## src/rtl/cell_vector_sequencer.sv

```systemverilog
// Exhaustive vector sequencer for a combinational library cell: walks every input vector,
// compares the cell output with a golden truth table. Optional capture map: CELL_SEQ_LOG_EN.
module cell_vector_sequencer #(
  parameter int unsigned        N_IN      = 4,
  parameter int unsigned        SETTLE    = 2,
  parameter logic [2**N_IN-1:0] EXP_TRUTH = 16'h0777
) (
  input  logic              CK,
  input  logic              RST,
  input  logic              START,
  input  logic              ZN_IN,
  output logic [N_IN-1:0]   DRV,
  output logic              BUSY,
  output logic              DONE,
  output logic              PASS,
  output logic [N_IN:0]     ERR_CNT,
  output logic [N_IN-1:0]   FAIL_VEC
`ifdef CELL_SEQ_LOG_EN
  ,
  output logic [2**N_IN-1:0] CAP
`endif
);

  localparam int unsigned NVec = 2 ** N_IN;
  localparam int unsigned CntW = (SETTLE < 1) ? 1 : $clog2(SETTLE + 1);
  localparam logic [CntW-1:0] SettleC = CntW'(SETTLE);
  localparam logic [N_IN-1:0] LastVec = N_IN'(NVec - 1);

  typedef enum logic [1:0] {StIdle, StRun, StFin} state_e;

  state_e          state_q, state_d;
  logic [CntW-1:0] cnt_q, cnt_d;
  logic [N_IN-1:0] drv_q, drv_d;
  logic            busy_q, busy_d;
  logic            done_q, done_d;
  logic            pass_q, pass_d;
  logic [N_IN:0]   err_q, err_d;
  logic [N_IN-1:0] fail_q, fail_d;
  logic            mismatch;
`ifdef CELL_SEQ_LOG_EN
  logic [NVec-1:0] cap_q, cap_d;
`endif

  // Case inequality so an X/Z from the cell counts as a failure.
  assign mismatch = (ZN_IN !== EXP_TRUTH[drv_q]);

  always_comb begin
    state_d = state_q;
    cnt_d   = cnt_q;
    drv_d   = drv_q;
    busy_d  = busy_q;
    done_d  = 1'b0;
    pass_d  = pass_q;
    err_d   = err_q;
    fail_d  = fail_q;
`ifdef CELL_SEQ_LOG_EN
    cap_d   = cap_q;
`endif
    unique case (state_q)
      StIdle: begin
        if (START) begin
          state_d = StRun;
          drv_d   = '0;
          cnt_d   = '0;
          busy_d  = 1'b1;
          err_d   = '0;
          fail_d  = '0;
          pass_d  = 1'b0;
`ifdef CELL_SEQ_LOG_EN
          cap_d   = '0;
`endif
        end
      end
      StRun: begin
        if (cnt_q == SettleC) begin
          if (mismatch) begin
            err_d = err_q + 1'b1;
            if (err_q == '0) fail_d = drv_q;
          end
`ifdef CELL_SEQ_LOG_EN
          cap_d[drv_q] = ZN_IN;
`endif
          cnt_d = '0;
          if (drv_q == LastVec) state_d = StFin;
          else                  drv_d   = drv_q + 1'b1;
        end else begin
          cnt_d = cnt_q + 1'b1;
        end
      end
      StFin: begin
        done_d  = 1'b1;
        pass_d  = (err_q == '0);
        busy_d  = 1'b0;
        drv_d   = '0;
        state_d = StIdle;
      end
      default: state_d = StIdle;
    endcase
  end

  always_ff @(posedge CK or posedge RST) begin
    if (RST) begin
      state_q <= StIdle;
      cnt_q   <= '0;
      drv_q   <= '0;
      busy_q  <= 1'b0;
      done_q  <= 1'b0;
      pass_q  <= 1'b0;
      err_q   <= '0;
      fail_q  <= '0;
`ifdef CELL_SEQ_LOG_EN
      cap_q   <= '0;
`endif
    end else begin
      state_q <= state_d;
      cnt_q   <= cnt_d;
      drv_q   <= drv_d;
      busy_q  <= busy_d;
      done_q  <= done_d;
      pass_q  <= pass_d;
      err_q   <= err_d;
      fail_q  <= fail_d;
`ifdef CELL_SEQ_LOG_EN
      cap_q   <= cap_d;
`endif
    end
  end

  assign DRV      = drv_q;
  assign BUSY     = busy_q;
  assign DONE     = done_q;
  assign PASS     = pass_q;
  assign ERR_CNT  = err_q;
  assign FAIL_VEC = fail_q;
`ifdef CELL_SEQ_LOG_EN
  assign CAP      = cap_q;
`endif

endmodule
```

## config.mk

```make
export PLATFORM = sky130hd
export DESIGN_NAME = cell_vector_sequencer
export DESIGN_NICKNAME = d
export VERILOG_FILES = /design/src/rtl/cell_vector_sequencer.sv
export SDC_FILE = /design/constraint.sdc
export NUM_CORES = 1
export LEC_CHECK = 0
export ABC_AREA = 0
export CORE_MARGIN = 3
export CORE_UTILIZATION = 40
export DETAILED_ROUTE_END_ITERATION = 16
export DONT_BUFFER_PORTS = 1
export PLACE_DENSITY_LB_ADDON = 0.1
export SETUP_SLACK_MARGIN = 0.2
export SYNTH_ARGS = -nofsm -noshare
export SYNTH_HDL_FRONTEND = slang
export SYNTH_SLANG_ARGS = --single-unit
```

## constraint.sdc

```tcl
create_clock -name CK -period 4.5 [get_ports CK]
set_input_delay 0.9 -clock CK [delete_from_list [all_inputs] [get_ports CK]]
set_output_delay 0.9 -clock CK [all_outputs]
set_load 0.01 [all_outputs]
```

[Yosys cells after proc, flatten, opt, wreduce, memory -nomap -nowiden]
Memories as Yosys holds them, arrays and structs flattened.
Cells that the tools add are included.
Word-level totals
  register bits after elaboration: 20
  bits in read-only memories: 16
  output and inout bits: 16
  logic and storage cells: 60
  memories: 1
Memories
  (name not given): words 16, width 1, rd ports 1, clocked after Yosys merged registers in 0, wr ports 0, line 45  | assign mismatch = (ZN_IN !== EXP_TRUTH[drv_q]);
Cells by class
  add/subtract/negate cells: 3
  order comparisons: 1
  eq/ne operators: 11
  mux-type cells: 25
  reductions and logical operators: 11
Operators by type and width (number)
  $mux 4: 6
  $mux 5: 3
  $ne 2x2->1 const B: 6
  $pmux 4 s3: 1
  $mux 2: 5
  $pmux 5 s2: 1
  $pmux 2 s2: 2
  $pmux 4 s2: 1
  $reduce_and 4->1: 2
  $add 5x1->5 const B: 1
  $logic_not 5->1: 1
  $lt 4x5->1 const B: 1
  $reduce_and 5->1: 1
  $add 4x1->4 const B: 1
  $eq 2x2->1 const B: 2
  $eq 4x4->1 const B: 1
  $mux 1: 4
  $pmux 1 s2: 2
  $reduce_and 2->1: 2
  $reduce_bool 2->1: 2
  $reduce_and 3->1: 1
  $reduce_bool 3->1: 1
  $add 2x1->2 const B: 1
  $eq 2x1->1 const B: 1
  2 further kinds: 2

[Depth between registers and ports, before layout]
Gate-level depths: netlist of run 1.
  word-level depth: 6
  gate-level depth with buffers: 8
  mapped depth without buffers: 8

[Worst setup path after synthesis of run 1]
Ideal clock, no wire load.
  kind: input port to flip-flop
  start point: in START
  end point: reg fail_q[3] (netlist: FAIL_VEC[3])
  setup time: 0.121 ns
  data arrival time: 2.089 ns
  required time: 4.379 ns
  setup slack: 2.290 ns
  cell stages on the path: 5
  buffers on the path: 1
  path through: or3b_1 > buf_6 > and2_4 > o31a_1 > a22o_1
On the way
  word-level cells in the longest chain between the ends: 2
RTL lines
  start, declared: line 10  | input logic START,
  $ne 2x2->1 (no source line)
  $reduce_and 5->1 (no source line)
  end signal, assigned: line 122  | fail_q <= fail_d;
  end, declared: line 38  | logic [N_IN-1:0] fail_q, fail_d;
No other way between the ends.
A chain may end at the register's enable or synchronous reset.

[Worst setup path in the final report of run 1]
  start point: reg drv_q[0] (netlist: DRV[0])
  end point: reg fail_q[1] (netlist: FAIL_VEC[1])
On the way
  word-level cells in the longest chain between the ends: 5
RTL lines
  start, declared: line 33  | logic [N_IN-1:0] drv_q, drv_d;
  start signal, assigned: line 117  | drv_q <= drv_d;
  $mem_v2 16x1
  $mux 1 (not written as such): line 45
  $nex 1x1->1: line 45
  $ne 2x2->1 (no source line)
  $reduce_and 5->1 (no source line)
No other way between the ends. The select of a mux whose other input is x is not followed.

==> results.ini, run 1 <==
[outcome]
status=complete, no violations

[critical_path]
reg2reg_from=DRV[0]$_DFFE_PP0P_
end_kind=flop
cp_data_required_time_ns=4.70
cp_cell_sequence=ha_1, inv_1, ha_1, nand2b_1, a21bo_2, and2_1, o31a_1, a22o_1
cpPeakStageDelay_ns=0.52
worstPathMaxFanout=7
crit_top_cell=ha_1
crit_slowest_cell=dfrtp_1
arrival_ns=2.45
cp-startpoint=DRV[0]$_DFFE_PP0P_
crit_type=flop to flop
startpoint_type=flop

[detailed_routing]
drt_wl_total_um=2090
drc=0
drt_iter0_markers=21
vias=746
antenna_left=0
viasPerCell=5.61
wire_per_inst_um=15.7
drtPass1Iterations=4

[clock_network]
clock_latency_ns=0.29
cts_buffers=3
tritoncts=yes
htreeDepth=1
post_cts_buffers=0
clock_path_buffers=2
cts_resized=0
clk_pin_slew_ns=0.12
postCtsHoldBufs=0
cts_root_buf=clkbuf_4
cts.sinks=20

[power]
pwr-share-comb_pct=29.7
powerDensity_nw_per_um2=544
clkPwrFrac_pct=17.5
p_sw_share_pct=39.1
pwr-share-seq_pct=52.8
power_switching_w=0.000233
p_int_w=0.000363
worst_ir_drop_vdd_v=0.000269
p_leak_nw=0.515

[sta]
tightest_slew_ns=0.777
rsz0062_at_grt=no
fin_hold_ws_ns=0.562
finalHoldViolCount=0
fin_crit_sh_pct=50.1
drv_slew=0
fmax_mhz=444
min_period_ns=2.25
fin_skew_ns=0.00181
slew_headroom_pct=48.2
finalSetupViolCount=0
fin_setup_tns_ns=0

[job]
drv_cap=0

[synthesis]
yosys_warnings=0
syn-num-nets=112
syn_area_per_cell_um2=10.0
yosysSeqAreaShare_pct=48.0
ys_types=34
synth_seq_cells=20
netlist_area_um2=1040
synth_cells=104

[floorplan]
ios=20
core_um2=2340
start_util_pct=44.5
core.rowCount=17
die_w_um=57.0
die_h_um=57.0
die_area_um2=3250

[global_route]
antenna_found_initial=0
grt_max_degree=21
grt_pass1_vias=679
grt_pass1_wl_um=3330
grt.overflow.total=0
grtUsageTotal_pct=13.2

[min_path]
hold_class=flop to flop
hp-start=BUSY$_DFFE_PP0P_

[placed_design]
dp_hpwl_um=1520
routabilityCongestion=0.761
io_buffers=0

[cells_and_area]
layout-drive-gt1-share_pct=9.52
diodes=0
synthToLayoutAreaGrowth_pct=5.04
fillCellCount=234
nets=114

[path summary, 6_finish.rpt]
check                                                to  slack [ns]  depth (start not counted)
worst max-delay path            FAIL_VEC[1]$_DFFE_PP0P_        2.25                          8
worst min-delay path                   BUSY$_DFFE_PP0P_        0.56                          2
worst max register to register  FAIL_VEC[1]$_DFFE_PP0P_        2.25                          8
worst min register to register         BUSY$_DFFE_PP0P_        0.56                          2
max in group asynchronous        state_q[1]$_DFFE_PP0P_        3.40                          1
min in group asynchronous              BUSY$_DFFE_PP0P_        0.62                          1
[logic make-up (layout without fill, tap and decap cells)]
kind of cell	count (synthesis)	after routing	synth area share, %
muxes	3	3	3.00
AOI/OAI and AO/OA	22	22	16.7
DFF	20	20	48.0
adders and majority gates	4	4	4.80
buffers and inverters	12	13	5.04
and+or+nand+nor	43	43	22.5
[registers in the layout, indices dropped and copies added (netlist names)]
signal / cells
DRV: 4
state_q: 2
ERR_CNT: 5
PASS: 1
cnt_q: 2
DONE: 1
FAIL_VEC: 4
BUSY: 1
[per-layer routing]
layer	GRT usage (%)	part of all wire (%)	wire length, µm
met5	0	0	0
met4	4.97	0.82	17
met3	3.85	4.1	86
met2	20.2	47	988
met1	17.6	48	992
[synth_stat cells]
cell type	n	area, µm²
o31a_1	2	17.5
or3b_1	1	8.76
and3_1	1	6.26
a22o_1	7	61.3
buf_6	1	11.3
ha_1	4	50.1
nand4_1	2	12.5
o211ai_1	3	22.5
nand2b_1	3	18.8
nor3b_1	1	7.51
clkbuf_1	1	3.75
or2b_1	1	7.51
nand3b_1	1	7.51
mux2_2	1	11.3
or2_2	2	12.5
and2_1	1	6.26
nand4b_1	1	8.76
inv_1	9	33.8
o21ai_0	5	25.0
a21oi_1	2	10.0
and2_4	1	8.76
nor3_1	1	5.00
nand3_1	4	20.0
nand4bb_1	1	11.3
buf_1	1	3.75
a31oi_1	1	6.26
a21bo_2	1	10.0
nor2b_1	1	6.26
or3_1	3	18.8
nor2_1	7	26.3
mux2i_1	2	20.0
nand2_1	11	41.3
a31oi_4	1	21.3
dfrtp_1	20	500
[cell type report]
type                            instances  area, µm²  area share, %
Tap cell                               28       35.0           3.20
Clock buffer                            4       36.3           3.31
Sequential cell                        20        500           45.7
Inverter                                9       33.8           3.09
Multi-Input combinational cell         72        489           44.7
[critical path, delay by kind of cell (launching register included)]
family          cells  cell delay (ns)
flops               1             0.52
fa+ha+maj           2             0.42
buf+inv             1             0.06
simple gates        2             0.34
compound gates      3             0.80
[per-stage QoR]
stage	setup WS [ns]	util [%]	instance area (µm²)	power (W)	cells
final	2.25	46.8	1090	0.000596	133
after global routing	2.06	46.8	1090	0.000644	133
after CTS	2.23	46.8	1090	0.000606	133
after detailed placement	2.17	45.2	1060	0.000498	129
after global placement	2.20	45.2	1060	0.000491	129
after floorplan	2.29	-	1040	0.000450	104
[power groups by stage]
stage	combinational [W]	clock, W	sequential (W)
finish	0.000177	0.000104	0.000314
global route	0.000201	0.000118	0.000324
CTS	0.000178	0.000112	0.000317
detailed placement	0.000177	0	0.000321
global placement	0.000173	0	0.000318
floorplan	0.000153	0	0.000297
[placed cells by master, fill, tap and decap left out, types with 2 or more instances in the layout]
cell / count
a22o_1: 7
a21oi_1: 2
mux2i_1: 2
dfrtp_1: 20
nand2b_1: 3
or2_2: 2
nor2_1: 7
nand2_1: 11
ha_1: 4
o21ai_0: 5
clkbuf_4: 3
or3_1: 3
nand4_1: 2
inv_1: 9
o31a_1: 2
nand3_1: 4
o211ai_1: 3
No activity file was read; power rests on OpenSTA's default activity.
==> inputs of run 2 (changes only) <==
==> constraint.sdc (replaced) <==
create_clock -name CK -period 2.1 [get_ports CK]
set_input_delay 0.42 -clock CK [delete_from_list [all_inputs] [get_ports CK]]
set_output_delay 0.42 -clock CK [all_outputs]
set_load 0.01 [all_outputs]
==> run 2 against run 1 <==
Cell count rose by 7.5%. Via count up 5.5%. Hold slack got worse by 0.44 ns. Global-route usage grew 1.2 points. Count of clock-buffer cells in the layout unchanged. Non-clock buffer count is 10 higher. Combinational power grew to 3.2 times the previous value. Wire length increased by 1.3%. Sequential cell count stayed put. Clock power grew 110%.
==> results.ini, run 2 (synthesized netlist as in run 1, its figures left out) <==
[power]
p_int_w=0.000886  ; was 0.000363 W
clkPwrFrac_pct=15.4  ; was 17.5%
pwr-share-seq_pct=44.8  ; was 52.8%
pwr-share-comb_pct=39.8  ; was 29.7%
p_leak_nw=0.582  ; was 0.515 nW
powerDensity_nw_per_um2=1170  ; was 544 nW/µm²
p_sw_share_pct=38.1  ; was 39.1%
worst_ir_drop_vdd_v=0.000664  ; was 0.000269 V
power_switching_w=0.000545  ; was 0.000233 W

[global_route]
grt_max_degree=21  ; unchanged
antenna_found_initial=0  ; unchanged
grt_pass1_wl_um=3730  ; was 3330 µm
grtUsageTotal_pct=14.4  ; was 13.2%
grt_pass1_vias=800  ; was 679
grt.overflow.total=0  ; unchanged

[cells_and_area]
nets=124  ; was 114
largest_reg_flops=5  ; unchanged
final_cell_mix=dfrtp_1, nand2_1, buf_4, inv_1  ; was dfrtp_1, nand2_1, inv_1, nor2_1, a22o_1
diodes=0  ; unchanged
synthToLayoutAreaGrowth_pct=17.2  ; was 5.04%
final_common_cell=dfrtp_1  ; unchanged
layout-drive-gt1-share_pct=24.3  ; was 9.52%
instances_no_fill=143  ; was 133
fillCellCount=214  ; was 234
final_core_util_pct=52.2  ; was 46.8%

[floorplan]
die_h_um=57.0  ; unchanged
core.rowCount=17  ; unchanged
die_area_um2=3250  ; unchanged
die_w_um=57.0  ; unchanged
core_um2=2340  ; unchanged
start_util_pct=44.5  ; unchanged
ios=20  ; unchanged

[sta]
min_period_ns=1.83  ; was 2.25 ns
finalSetupViolCount=0  ; unchanged
fmax_mhz=548  ; was 444 MHz
tightest_slew_ns=0.746  ; was 0.777 ns
fin_crit_sh_pct=86.9  ; was 50.1%
fin_setup_tns_ns=0  ; unchanged
finalHoldViolCount=0  ; unchanged
rsz0062_at_grt=yes  ; was no
drv_slew=0  ; unchanged
fin_skew_ns=0.00590  ; was 0.00181 ns
fin_ws_ns=0.275  ; was 2.25 ns
slew_headroom_pct=50.2  ; was 48.2%

[detailed_routing]
drt_iter0_markers=17  ; was 21
wire_per_inst_um=14.8  ; was 15.7 µm
viasPerCell=5.50  ; was 5.61
vias=787  ; was 746
drt_wl_total_um=2110  ; was 2090 µm
drc=0  ; unchanged
antenna_left=0  ; unchanged
drtPass1Iterations=4  ; unchanged

[critical_path]
crit_type=flop to flop  ; unchanged
end_kind=flop  ; unchanged
startpoint_type=flop  ; unchanged
arrival_ns=2.01  ; was 2.45 ns
worstPathMaxFanout=4  ; was 7
cp_data_required_time_ns=2.29  ; was 4.70 ns

[placed_design]
placed_cells=134  ; was 129
dp_hpwl_um=1590  ; was 1520 µm
io_buffers=0  ; unchanged
routabilityCongestion=0.752  ; was 0.761
pre_cts_ws_ns=0.190  ; was 2.17 ns

[min_path]
hold_class=input pin to async pin  ; was flop to flop

[clock_network]
clock_path_buffers=2  ; unchanged
clk_pin_slew_ns=0.11  ; was 0.12 ns
cts_root_buf=clkbuf_4  ; unchanged
cts_buffers=3  ; unchanged
htreeDepth=1  ; unchanged
clock_latency_ns=0.30  ; was 0.29 ns
postCtsHoldBufs=0  ; unchanged
cts.sinks=20  ; unchanged
tritoncts=yes  ; unchanged

[job]
drv_cap=0  ; unchanged

[outcome]
status=complete, no violations  ; unchanged

==> run 2: changes by cell type in the layout (fill, tap and decap cells not counted), sizes merged <==
cell / change
buf: +10
==> run 2: per-layer routing <==
layer	track usage [%]	routed length, µm
met1	18.1	944
met3	5.88	131
met5	0	0
met2	23.8	1020
met4	1.99	18
==> run 2: what timing repair did <==
action | 4_1_cts | 5_1_grt
endpoints found under the setup margin | 4 | 7
hold endpoints to repair | 0 | 0
cloned | 0 | 0
gates resized for setup | 2 | 3
pin swaps | 6 | 3
setup buffers | 4 | 1
==> run 2: stage by stage <==
step	area, µm²	power, W	hold WS [ns]
detailed placement	1120	0.00115	0.485
CTS	1200	0.00143	0.154
global route	1220	0.00155	0.169
global placement	1120	0.00113	0.478
floorplan	1060	0.00100	0.384
finish	1220	0.00143	0.124
==> run 2: final cells by class <==
cell class | instances | area (µm²) | area share, %
tap | 28 | 35.0 | 2.87
multi-input combinational | 72 | 539 | 44.2
timing repair buffer | 10 | 75.1 | 6.15
sequential | 20 | 502 | 41.1
inverter | 9 | 33.8 | 2.77
clock buffer | 4 | 36.3 | 2.97
==> run 2: final timing paths <==
| kind | startpoint | endpoint | slack, ns | cells past startpoint |
|---|---|---|---|---|
| max | DRV[0]$_DFFE_PP0P_ | FAIL_VEC[0]$_DFFE_PP0P_ | 0.27 | 8 |
| min | RST | FAIL_VEC[1]$_DFFE_PP0P_ | 0.12 | 1 |
| max reg2reg | DRV[0]$_DFFE_PP0P_ | FAIL_VEC[0]$_DFFE_PP0P_ | 0.27 | 8 |
| min reg2reg | cnt_q[0]$_DFFE_PP0P_ | cnt_q[1]$_DFFE_PP0P_ | 0.57 | 1 |
| max in group asynchronous | RST | DRV[0]$_DFFE_PP0P_ | 1.47 | 1 |
| min in group CK | START | DRV[0]$_DFFE_PP0P_ | 0.34 | 3 |
==> run 2: power by group through the flow <==
stage,Combinational [W],Clock (W),Sequential (W)
floorplan,0.000357,0,0.000644
global route,0.000638,0.000240,0.000668
global placement,0.000492,0,0.000638
detailed placement,0.000504,0,0.000646
CTS,0.000553,0.000226,0.000646
finish,0.000569,0.000221,0.000640
==> run 2: worst max-delay path: stages (launching register included) <==
cell and delay (ns):
dfrtp_2 0.40, ha_4 0.13, inv_1 0.04, ha_2 0.15, nand2b_4 0.13, a21bo_4 0.22
and2_4 0.14, o31a_1 0.27, a22o_1 0.23
==> inputs of run 3 (changes only) <==
==> constraint.sdc (replaced) <==
create_clock -name CK -period 2 [get_ports CK]
set_input_delay 0.4 -clock CK [delete_from_list [all_inputs] [get_ports CK]]
set_output_delay 0.4 -clock CK [all_outputs]
set_load 0.01 [all_outputs]
==> run 3 against run 2 <==
Sequential cell count unchanged. Largest power group is now combinational cells. Register-to-register slack worse by 0.09 ns. Non-clock buffer count rose by 4. Clock skew decreased by 0.0011 ns.
==> results.ini, run 3 (synthesized netlist as in run 1, its figures left out) <==
[outcome]
status=complete, no violations  ; unchanged

[critical_path]
worstPathMaxFanout=4  ; unchanged
cp_data_required_time_ns=2.20  ; was 2.29 ns
reg2reg_from=DRV[1]$_DFFE_PP0P_  ; was DRV[0]$_DFFE_PP0P_
arrival_ns=2.02  ; was 2.01 ns
crit_path_end=FAIL_VEC[1]$_DFFE_PP0P_  ; was FAIL_VEC[0]$_DFFE_PP0P_
reg2reg_to=FAIL_VEC[1]$_DFFE_PP0P_  ; was FAIL_VEC[0]$_DFFE_PP0P_
crit_type=flop to flop  ; unchanged
r2r_slack_ns=0.18  ; was 0.27 ns
end_kind=flop  ; unchanged
cp-startpoint=DRV[1]$_DFFE_PP0P_  ; was DRV[0]$_DFFE_PP0P_
startpoint_type=flop  ; unchanged
r2r_cells=8  ; unchanged

[global_route]
grtUsageTotal_pct=14.6  ; was 14.4%
grt_pass1_vias=786  ; was 800
grt_pass1_wl_um=3780  ; was 3730 µm
antenna_found_initial=0  ; unchanged
grt.overflow.total=0  ; unchanged
grt_max_degree=21  ; unchanged

[power]
pwr-share-comb_pct=43.1  ; was 39.8%
p_int_w=0.000981  ; was 0.000886 W
powerDensity_nw_per_um2=1240  ; was 1170 nW/µm²
clkPwrFrac_pct=14.9  ; was 15.4%
power_switching_w=0.000598  ; was 0.000545 W
worst_ir_drop_vdd_v=0.000776  ; was 0.000664 V
p_leak_nw=0.606  ; was 0.582 nW
p_sw_share_pct=37.9  ; was 38.1%
pwr-share-seq_pct=42.0  ; was 44.8%

[sta]
finalSetupViolCount=0  ; unchanged
fin_setup_tns_ns=0  ; unchanged
slew_headroom_pct=49.2  ; was 50.2%
fmax_mhz=550  ; was 548 MHz
fin_hold_ws_ns=0.105  ; was 0.124 ns
rsz0062_at_grt=yes  ; unchanged
fin_ws_ns=0.182  ; was 0.275 ns
fin_crit_sh_pct=90.9  ; was 86.9%
min_period_ns=1.82  ; was 1.83 ns
fin_skew_ns=0.00484  ; was 0.00590 ns
finalHoldViolCount=0  ; unchanged
tightest_slew_ns=0.761  ; was 0.746 ns
drv_slew=0  ; unchanged

[cells_and_area]
final_area_um2=1270  ; was 1220 µm²
seq_area_um2=502  ; unchanged
layout-drive-gt1-share_pct=27.7  ; was 24.3%
instances_no_fill=147  ; was 143
final_cell_mix=dfrtp_1, buf_4, nand2_1, inv_1  ; was dfrtp_1, nand2_1, buf_4, inv_1
diodes=0  ; unchanged
nets=128  ; was 124
synthToLayoutAreaGrowth_pct=21.7  ; was 17.2%
final_common_cell=dfrtp_1  ; unchanged
fillCellCount=213  ; was 214
multi_input_comb_area_um2=549  ; was 539 µm²
largest_reg_flops=5  ; unchanged

[floorplan]
die_h_um=57.0  ; unchanged
core.rowCount=17  ; unchanged
die_area_um2=3250  ; unchanged
start_util_pct=44.5  ; unchanged
ios=20  ; unchanged
core_um2=2340  ; unchanged
die_w_um=57.0  ; unchanged

[min_path]
hold_class=input pin to async pin  ; unchanged

[detailed_routing]
antenna_left=0  ; unchanged
wire_per_inst_um=14.8  ; about the same
drt_wl_total_um=2180  ; was 2110 µm
drt_iter0_markers=31  ; was 17
drc=0  ; unchanged
drtPass1Iterations=4  ; unchanged
viasPerCell=5.47  ; was 5.50
vias=804  ; was 787

[placed_design]
dp_hpwl_um=1600  ; was 1590 µm
placedInstanceArea_um2=1130  ; was 1120 µm²
pre_cts_ws_ns=0.0732  ; was 0.190 ns
routabilityCongestion=0.806  ; was 0.752
placed_cells=136  ; was 134
io_buffers=0  ; unchanged

[clock_network]
clk_pin_slew_ns=0.11  ; about the same
postCtsHoldBufs=0  ; unchanged
cts_buffers=3  ; unchanged
clock_path_buffers=2  ; unchanged
tritoncts=yes  ; unchanged
cts_root_buf=clkbuf_4  ; unchanged
htreeDepth=1  ; unchanged
clock_latency_ns=0.30  ; about the same
cts.sinks=20  ; unchanged

[job]
drv_cap=0  ; unchanged

[run 3: changes by cell type in the layout (fill, tap and decap cells not counted), sizes merged]
cell	change
buf	+4
[run 3: worst min path at each step]
stage | startpoint | end | slack [ns] | cells past startpoint
global placement | RST | state_q[1]$_DFFE_PP0P_ | 0.47 | 1
CTS | RST | BUSY$_DFFE_PP0P_ | 0.14 | 1
detailed placement | RST | cnt_q[1]$_DFFE_PP0P_ | 0.48 | 1
global route | RST | BUSY$_DFFE_PP0P_ | 0.16 | 1
finish | RST | BUSY$_DFFE_PP0P_ | 0.10 | 1
floorplan | RST | BUSY$_DFFE_PP0P_ | 0.36 | 1
[run 3: power groups by stage]
stage / clock (W) / sequential (W) / combinational, W
5_1_grt: 0.000258 / 0.000687 / 0.000767
3_3_place_gp: 0 / 0.000662 / 0.000542
3_5_place_dp: 0 / 0.000665 / 0.000552
6_report: 0.000236 / 0.000663 / 0.000681
2_1_floorplan: 0 / 0.000677 / 0.000374
4_1_cts: 0.000245 / 0.000665 / 0.000623
[run 3: timing repair]
item,in CTS,in global routing
resized for setup,4,6
buffers inserted,4,3
pin swaps,6,5
endpoints found under the setup margin,4,9
[run 3: layout make-up]
class / instances / area share [%]
well taps: 28 / 2.76
flip-flops and latches: 20 / 39.5
inverters: 9 / 2.66
multi-input cells: 72 / 43.3
clock buffers: 4 / 2.86
repair buffers: 14 / 8.88
[run 3: per-layer routing]
| layer | vias to the layer above | track usage (%) | wire, µm |
|---|---|---|---|
| met1 | 384 | 19.1 | 986 |
| met5 | - | 0 | 0 |
| li1 | 399 | - | - |
| met4 | 0 | 1.99 | 17 |
| met3 | 2 | 5.20 | 103 |
| met2 | 19 | 24.0 | 1070 |
[run 3: critical path, stage by stage, from the launching register on]
cell and delay, ns:
dfrtp_1 0.40, ha_4 0.15, inv_2 0.04, ha_4 0.14, nand2b_4 0.13, a21bo_4 0.21, and2_4 0.13, o31a_1 0.28
a22o_1 0.24
[run 3: stage by stage]
stage / utilization, % / power [W]
floorplan: - / 0.00105
finish: 54.2 / 0.00158
CTS: 52.4 / 0.00153
global route: 54.2 / 0.00171
global placement: 48.4 / 0.00120
detailed placement: 48.4 / 0.00122
